$ cat config.mk
export PLATFORM = sky130hd
export DESIGN_NAME = twiddle_addr_gen
export DESIGN_NICKNAME = d
export VERILOG_FILES = /design/src/rtl/fft_pkg.sv /design/src/rtl/tw_index_calc.sv /design/src/rtl/twiddle_addr_gen.sv
export SDC_FILE = /design/constraint.sdc
export NUM_CORES = 1
export LEC_CHECK = 0
export ABC_AREA = 1
export CORE_UTILIZATION = 51
export CTS_CLUSTER_SIZE = 28
export DETAILED_ROUTE_END_ITERATION = 7
export PLACE_DENSITY_LB_ADDON = 0.08
export SLEW_MARGIN = 20
export SYNTH_ARGS = -nofsm -noshare
export SYNTH_HDL_FRONTEND = slang
export SYNTH_HIERARCHICAL = 1
export SYNTH_SLANG_ARGS = --single-unit
export TNS_END_PERCENT = 30
$ cat constraint.sdc
create_clock -name clk -period 2.1 [get_ports clk]
set_input_delay 0.42 -clock clk [delete_from_list [all_inputs] [get_ports clk]]
set_output_delay 0.42 -clock clk [all_outputs]
set_load 0.02 [all_outputs]
$ cat src/rtl/fft_pkg.sv
// Shared constants and helpers for the radix-2 SDF FFT pipeline.
// Stage modules import this for sizing and FSM encodings.
package fft_pkg;

    function automatic int clog2(input int v);
        int r;
        r = 0;
        while ((1 << r) < v) r++;
        return r;
    endfunction

    localparam int NFFT  = 64;
    localparam int LOG2N = clog2(NFFT);

    typedef enum logic {
        ST_IDLE = 1'b0,
        ST_RUN  = 1'b1
    } state_t;

endpackage

$ cat src/rtl/tw_index_calc.sv
// Combinational twiddle index for one SDF stage.
// Maps frame position and direction to ROM index and bypass flag.
module tw_index_calc #(
    parameter int NFFT     = 64,
    parameter int LOG2N    = 6,
    parameter int STAGE_NO = 1
) (
    input  logic [LOG2N-1:0] c,
    input  logic             inv,
    output logic [LOG2N-1:0] k,
    output logic             bypass
);

    localparam int SH = STAGE_NO - 1;
    localparam int M  = NFFT >> SH;
    localparam int H  = M / 2;

    localparam logic [LOG2N-1:0] MASK = LOG2N'(M - 1);
    localparam logic [LOG2N-1:0] HALF = LOG2N'(H);

    logic [LOG2N-1:0] n;
    logic [LOG2N-1:0] kf;

    always_comb begin
        n = c & MASK;
        if (n < HALF) begin
            kf = '0;
        end else begin
            kf = (n - HALF) << SH;
        end
        bypass = (kf == '0);
        // Conjugate twiddle: NFFT - kf wraps naturally in LOG2N bits
        k = inv ? (LOG2N'(0) - kf) : kf;
    end

endmodule

$ cat src/rtl/twiddle_addr_gen.sv
// Twiddle ROM address generator for one radix-2 SDF stage.
// Frame counter, two-state FSM and registered outputs.
module twiddle_addr_gen #(
    parameter int NFFT     = fft_pkg::NFFT,
    parameter int LOG2N    = fft_pkg::clog2(NFFT),
    parameter int STAGE_NO = 1
) (
    input  logic             clk,
    input  logic             rst,
    input  logic             in_valid,
    input  logic             inverse,
    input  logic             clear,
    output logic [LOG2N-1:0] tw_addr,
    output logic             tw_valid,
    output logic             tw_bypass,
    output logic             frame_first,
    output logic             frame_last,
    output logic             busy
);

    import fft_pkg::*;

    localparam logic [LOG2N-1:0] C_LAST = LOG2N'(NFFT - 1);

    state_t           state_q, state_d;
    logic [LOG2N-1:0] cnt_q, cnt_d;
    logic             inv_q, inv_d;

    logic [LOG2N-1:0] c_eff;
    logic             inv_eff;
    logic [LOG2N-1:0] k;
    logic             byp;

    logic [LOG2N-1:0] addr_q, addr_d;
    logic             vld_q, vld_d;
    logic             byp_q, byp_d;
    logic             first_q, first_d;
    logic             last_q, last_d;
    logic             busy_q, busy_d;

    tw_index_calc #(
        .NFFT     (NFFT),
        .LOG2N    (LOG2N),
        .STAGE_NO (STAGE_NO)
    ) u_calc (
        .c      (c_eff),
        .inv    (inv_eff),
        .k      (k),
        .bypass (byp)
    );

    always_comb begin
        // In IDLE the incoming sample is sample 0 with the live direction
        c_eff   = (state_q == ST_RUN) ? cnt_q : '0;
        inv_eff = (state_q == ST_RUN) ? inv_q : inverse;

        state_d = state_q;
        cnt_d   = cnt_q;
        inv_d   = inv_q;
        vld_d   = 1'b0;
        addr_d  = '0;
        byp_d   = 1'b0;
        first_d = 1'b0;
        last_d  = 1'b0;

        if (clear) begin
            state_d = ST_IDLE;
            cnt_d   = '0;
            inv_d   = 1'b0;
        end else if (in_valid) begin
            vld_d   = 1'b1;
            addr_d  = k;
            byp_d   = byp;
            first_d = (state_q == ST_IDLE);
            last_d  = (c_eff == C_LAST);
            inv_d   = inv_eff;
            if (c_eff == C_LAST) begin
                state_d = ST_IDLE;
                cnt_d   = '0;
            end else begin
                state_d = ST_RUN;
                cnt_d   = c_eff + LOG2N'(1);
            end
        end

        busy_d = (state_d == ST_RUN);
    end

    always_ff @(posedge clk or negedge rst) begin
        if (!rst) begin
            state_q <= ST_IDLE;
            cnt_q   <= '0;
            inv_q   <= 1'b0;
            addr_q  <= '0;
            vld_q   <= 1'b0;
            byp_q   <= 1'b0;
            first_q <= 1'b0;
            last_q  <= 1'b0;
            busy_q  <= 1'b0;
        end else begin
            state_q <= state_d;
            cnt_q   <= cnt_d;
            inv_q   <= inv_d;
            addr_q  <= addr_d;
            vld_q   <= vld_d;
            byp_q   <= byp_d;
            first_q <= first_d;
            last_q  <= last_d;
            busy_q  <= busy_d;
        end
    end

    assign tw_addr     = addr_q;
    assign tw_valid    = vld_q;
    assign tw_bypass   = byp_q;
    assign frame_first = first_q;
    assign frame_last  = last_q;
    assign busy        = busy_q;

endmodule

==> flow_summary.yaml <==
placement:
  place_area_um2: 1150
  place.port_buffers: 15
  gp_routability_congestion: 0.910
  dp_hpwl_mm: 1.36
pwr:
  leakage_power_of_the_design_nw: 0.622
  peakVddDrop_uv: 378
  power-per-cell-area_nw_per_um2: 534
setup_path:
  worstSetupEndpoint: "busy"
  worst-r2r-cell-count: 11
  end_of_the_worst_register_to_register_path: "tw_addr[4]"
  cp.depth: 1
  cp_data_arrival_time_ns: 1.42
  critical_path_class: "reg -> out"
  crit_path_top_delay_cell: "sky130_fd_sc_hd__clkdlybuf4s50_1"
  critical_path.n_buffers_inverters: 1
  r2r_start: "busy"
  worst-path-max-fanout: 8
  cpLargestDelayFamily: "buffers and inverters"
  regToRegSetupSlack_ns: 0.31
  cpPeakStageDelay_ns: 0.65
  timing.critical_path.required_ns: 1.68
  critPathLaunch: "busy"
  critical_path.startpoint_type: "flop"
  cell_chain_of_the_critical_path: "clkdlybuf4s50_1"
  critical_path.endpoint_type: "primary output"
timing:
  report.final.slew_viol_count: 0
  hold_violations: 0
  setup_total_negative_slack_ns: 0
  rsz0062_at_grt: "no"
  timing.clock.skew_ns: 0.000862
  worst_slew_margin_rel: 0.785
  fin_hold_ws_ns: 0.455
  max_freq_mhz: 542
  timing.final.setup_violations: 0
  worst_pin_slew_ns: 0.321
  final_period_minus_worst_setup_slack_ns: 1.84
  period_share: 0.878
min_path:
  worst_hold_path_type: "in -> async"
synthesis:
  ys_types: 21
  synth-seq-cells: 18
  avgSynthCellArea_um2: 8.25
  post_synth_instance_area_um2: 965
  mappedNetlistNets: 125
  synth-seq-area-share: 0.467
  post_synth_inst_count: 117
  yosysWarningCount: 6
die:
  dieArea_um2: 2070
  floorplan.initialDensity: 0.553
  top_level_ports: 16
  core.rowCount: 15
  horiz_die_dim_um: 45.5
  die_height_um: 45.5
  core_area_um2: 1750
detailed_routing:
  detail_route.wl_per_cell_um: 10.7
  detailedRoute.firstIterationViolations: 17
  firstDrtPassIters: 4
  final_antenna_net_count: 0
  num_vias: 796
  drc: 0
  post_drt_via_cell_ratio: 4.91
  drt-total-wl_mm: 1.73
cells_and_area:
  antennaDiodeCount: 0
  final_cell_mix: "sky130_fd_sc_hd__nand2_1 (41), sky130_fd_sc_hd__dfrtp_1 (18), sky130_fd_sc_hd__clkdlybuf4s50_1 (15)"
  layout_commonest_cell: "sky130_fd_sc_hd__nand2_1"
  final_layout_size_suffix_gt1_frac: 0.139
  area.growth.synth_to_final_pct: 22.6
  final_area_um2: 1180
  final_core_area_utilization: 0.677
  num-nets-final: 146
clocking:
  cts_made_buffers: 3
  tritoncts: "yes"
  htree_num_levels: 1
  post-cts-setup-buffers: 0
  max-clock-path-buffers: 2
  cts.clk_slew.worst_paths_ns: 0.09
  clockRootBuffer: "sky130_fd_sc_hd__clkbuf_4"
  cts_resized: 0
  post_cts_hold_buffer_count: 0
  cts_num_sinks: 18
  worstSkewPairLatency_ns: 0.29
grt:
  vias_in_the_first_global_route: 684
  grt.overflow.total: 0
  track_usage: 0.197
  antenna_found_initial: 0
  grt_start_max_net_pins: 19
  wire_length_of_the_first_global_routing_pass_mm: 2.84
run:
  max_cap_viol_count: 0
outcome:
  run_status: "completed"
-- layout make-up --
type,count,area [um2]
Clock buffer,4,36.3
Fill cell,156,563
Inverter,13,56.3
Multi-Input combinational cell,83,428
Sequential cell,18,450
Tap cell,25,31.3
Timing Repair Buffer,19,180
-- per-layer routing --
layer  part of all wire  up-vias  global-route usage
met2               0.48       15               0.323
li1                   -      403                   -
met3              0.032        5              0.0516
met1               0.46      373               0.229
met4              0.025        0               0.115
met5                  0        -                   0
-- kinds of logic (layout without fill, tap and decap cells) --
group	count (synthesis)	in the layout	synth area share
flops	18	18	0.467
buf+inv	16	36	0.0895
xor+xnor	3	3	0.0272
fa+ha+maj	3	3	0.0389
compound gates	8	8	0.0480
simple gates	69	69	0.329
-- metrics by stage --
| stage | power, mW | setup WS, ns | instances |
|---|---|---|---|
| after floorplan | 0.400 | 0.298 | 117 |
| after detailed placement | 0.431 | 0.320 | 158 |
| after CTS | 0.641 | 0.246 | 162 |
| final | 0.632 | 0.256 | 162 |
| after global placement | 0.430 | 0.396 | 158 |
| after global routing | 0.662 | 0.154 | 162 |
-- worst min path at each step --
stage	startpoint	endpoint	slack, ns	cells after the start
floorplan	rst	busy	0.12	0
global placement	cnt_q[1]	cnt_q[1]	0.49	2
detailed placement	cnt_q[1]	cnt_q[1]	0.51	2
CTS	rst	inv_q	0.47	2
global route	rst	cnt_q[4]	0.47	2
finish	rst	frame_last	0.46	2
-- synthesized netlist by cell type --
cell | instances | area share
sky130_fd_sc_hd__nor2_1 | 11 | 0.043
sky130_fd_sc_hd__o21a_1 | 1 | 0.0078
sky130_fd_sc_hd__buf_4 | 1 | 0.0078
sky130_fd_sc_hd__inv_1 | 11 | 0.043
sky130_fd_sc_hd__a22o_1 | 1 | 0.0091
sky130_fd_sc_hd__nor2_2 | 3 | 0.019
sky130_fd_sc_hd__o21ai_0 | 3 | 0.016
sky130_fd_sc_hd__nand3_2 | 1 | 0.010
sky130_fd_sc_hd__inv_2 | 1 | 0.0039
sky130_fd_sc_hd__o21ai_1 | 3 | 0.016
sky130_fd_sc_hd__dfrtp_1 | 18 | 0.47
sky130_fd_sc_hd__inv_8 | 1 | 0.012
sky130_fd_sc_hd__nand2_8 | 1 | 0.021
sky130_fd_sc_hd__nand3_1 | 5 | 0.026
sky130_fd_sc_hd__ha_1 | 3 | 0.039
sky130_fd_sc_hd__nand2_1 | 41 | 0.16
sky130_fd_sc_hd__nor2_4 | 1 | 0.012
sky130_fd_sc_hd__xor2_1 | 3 | 0.027
sky130_fd_sc_hd__nand2_2 | 3 | 0.019
sky130_fd_sc_hd__nand4_1 | 3 | 0.019
sky130_fd_sc_hd__buf_6 | 2 | 0.023
-- sequential cells by signal (all words and copies together), names as in the netlist --
| register | flops |
|---|---|
| frame_last | 1 |
| inv_q | 1 |
| busy | 1 |
| tw_bypass | 1 |
| cnt_q | 6 |
| frame_first | 1 |
| tw_valid | 1 |
| tw_addr | 6 |
-- power by group --
group	switching (mW)	total, mW	internal (mW)	leakage [nW]
clock network	0.103	0.208	0.106	0.0210
registers	0.00591	0.360	0.354	0.245
logic	0.0369	0.0637	0.0267	0.356
Note: power is estimated with default switching activity, not from simulation.
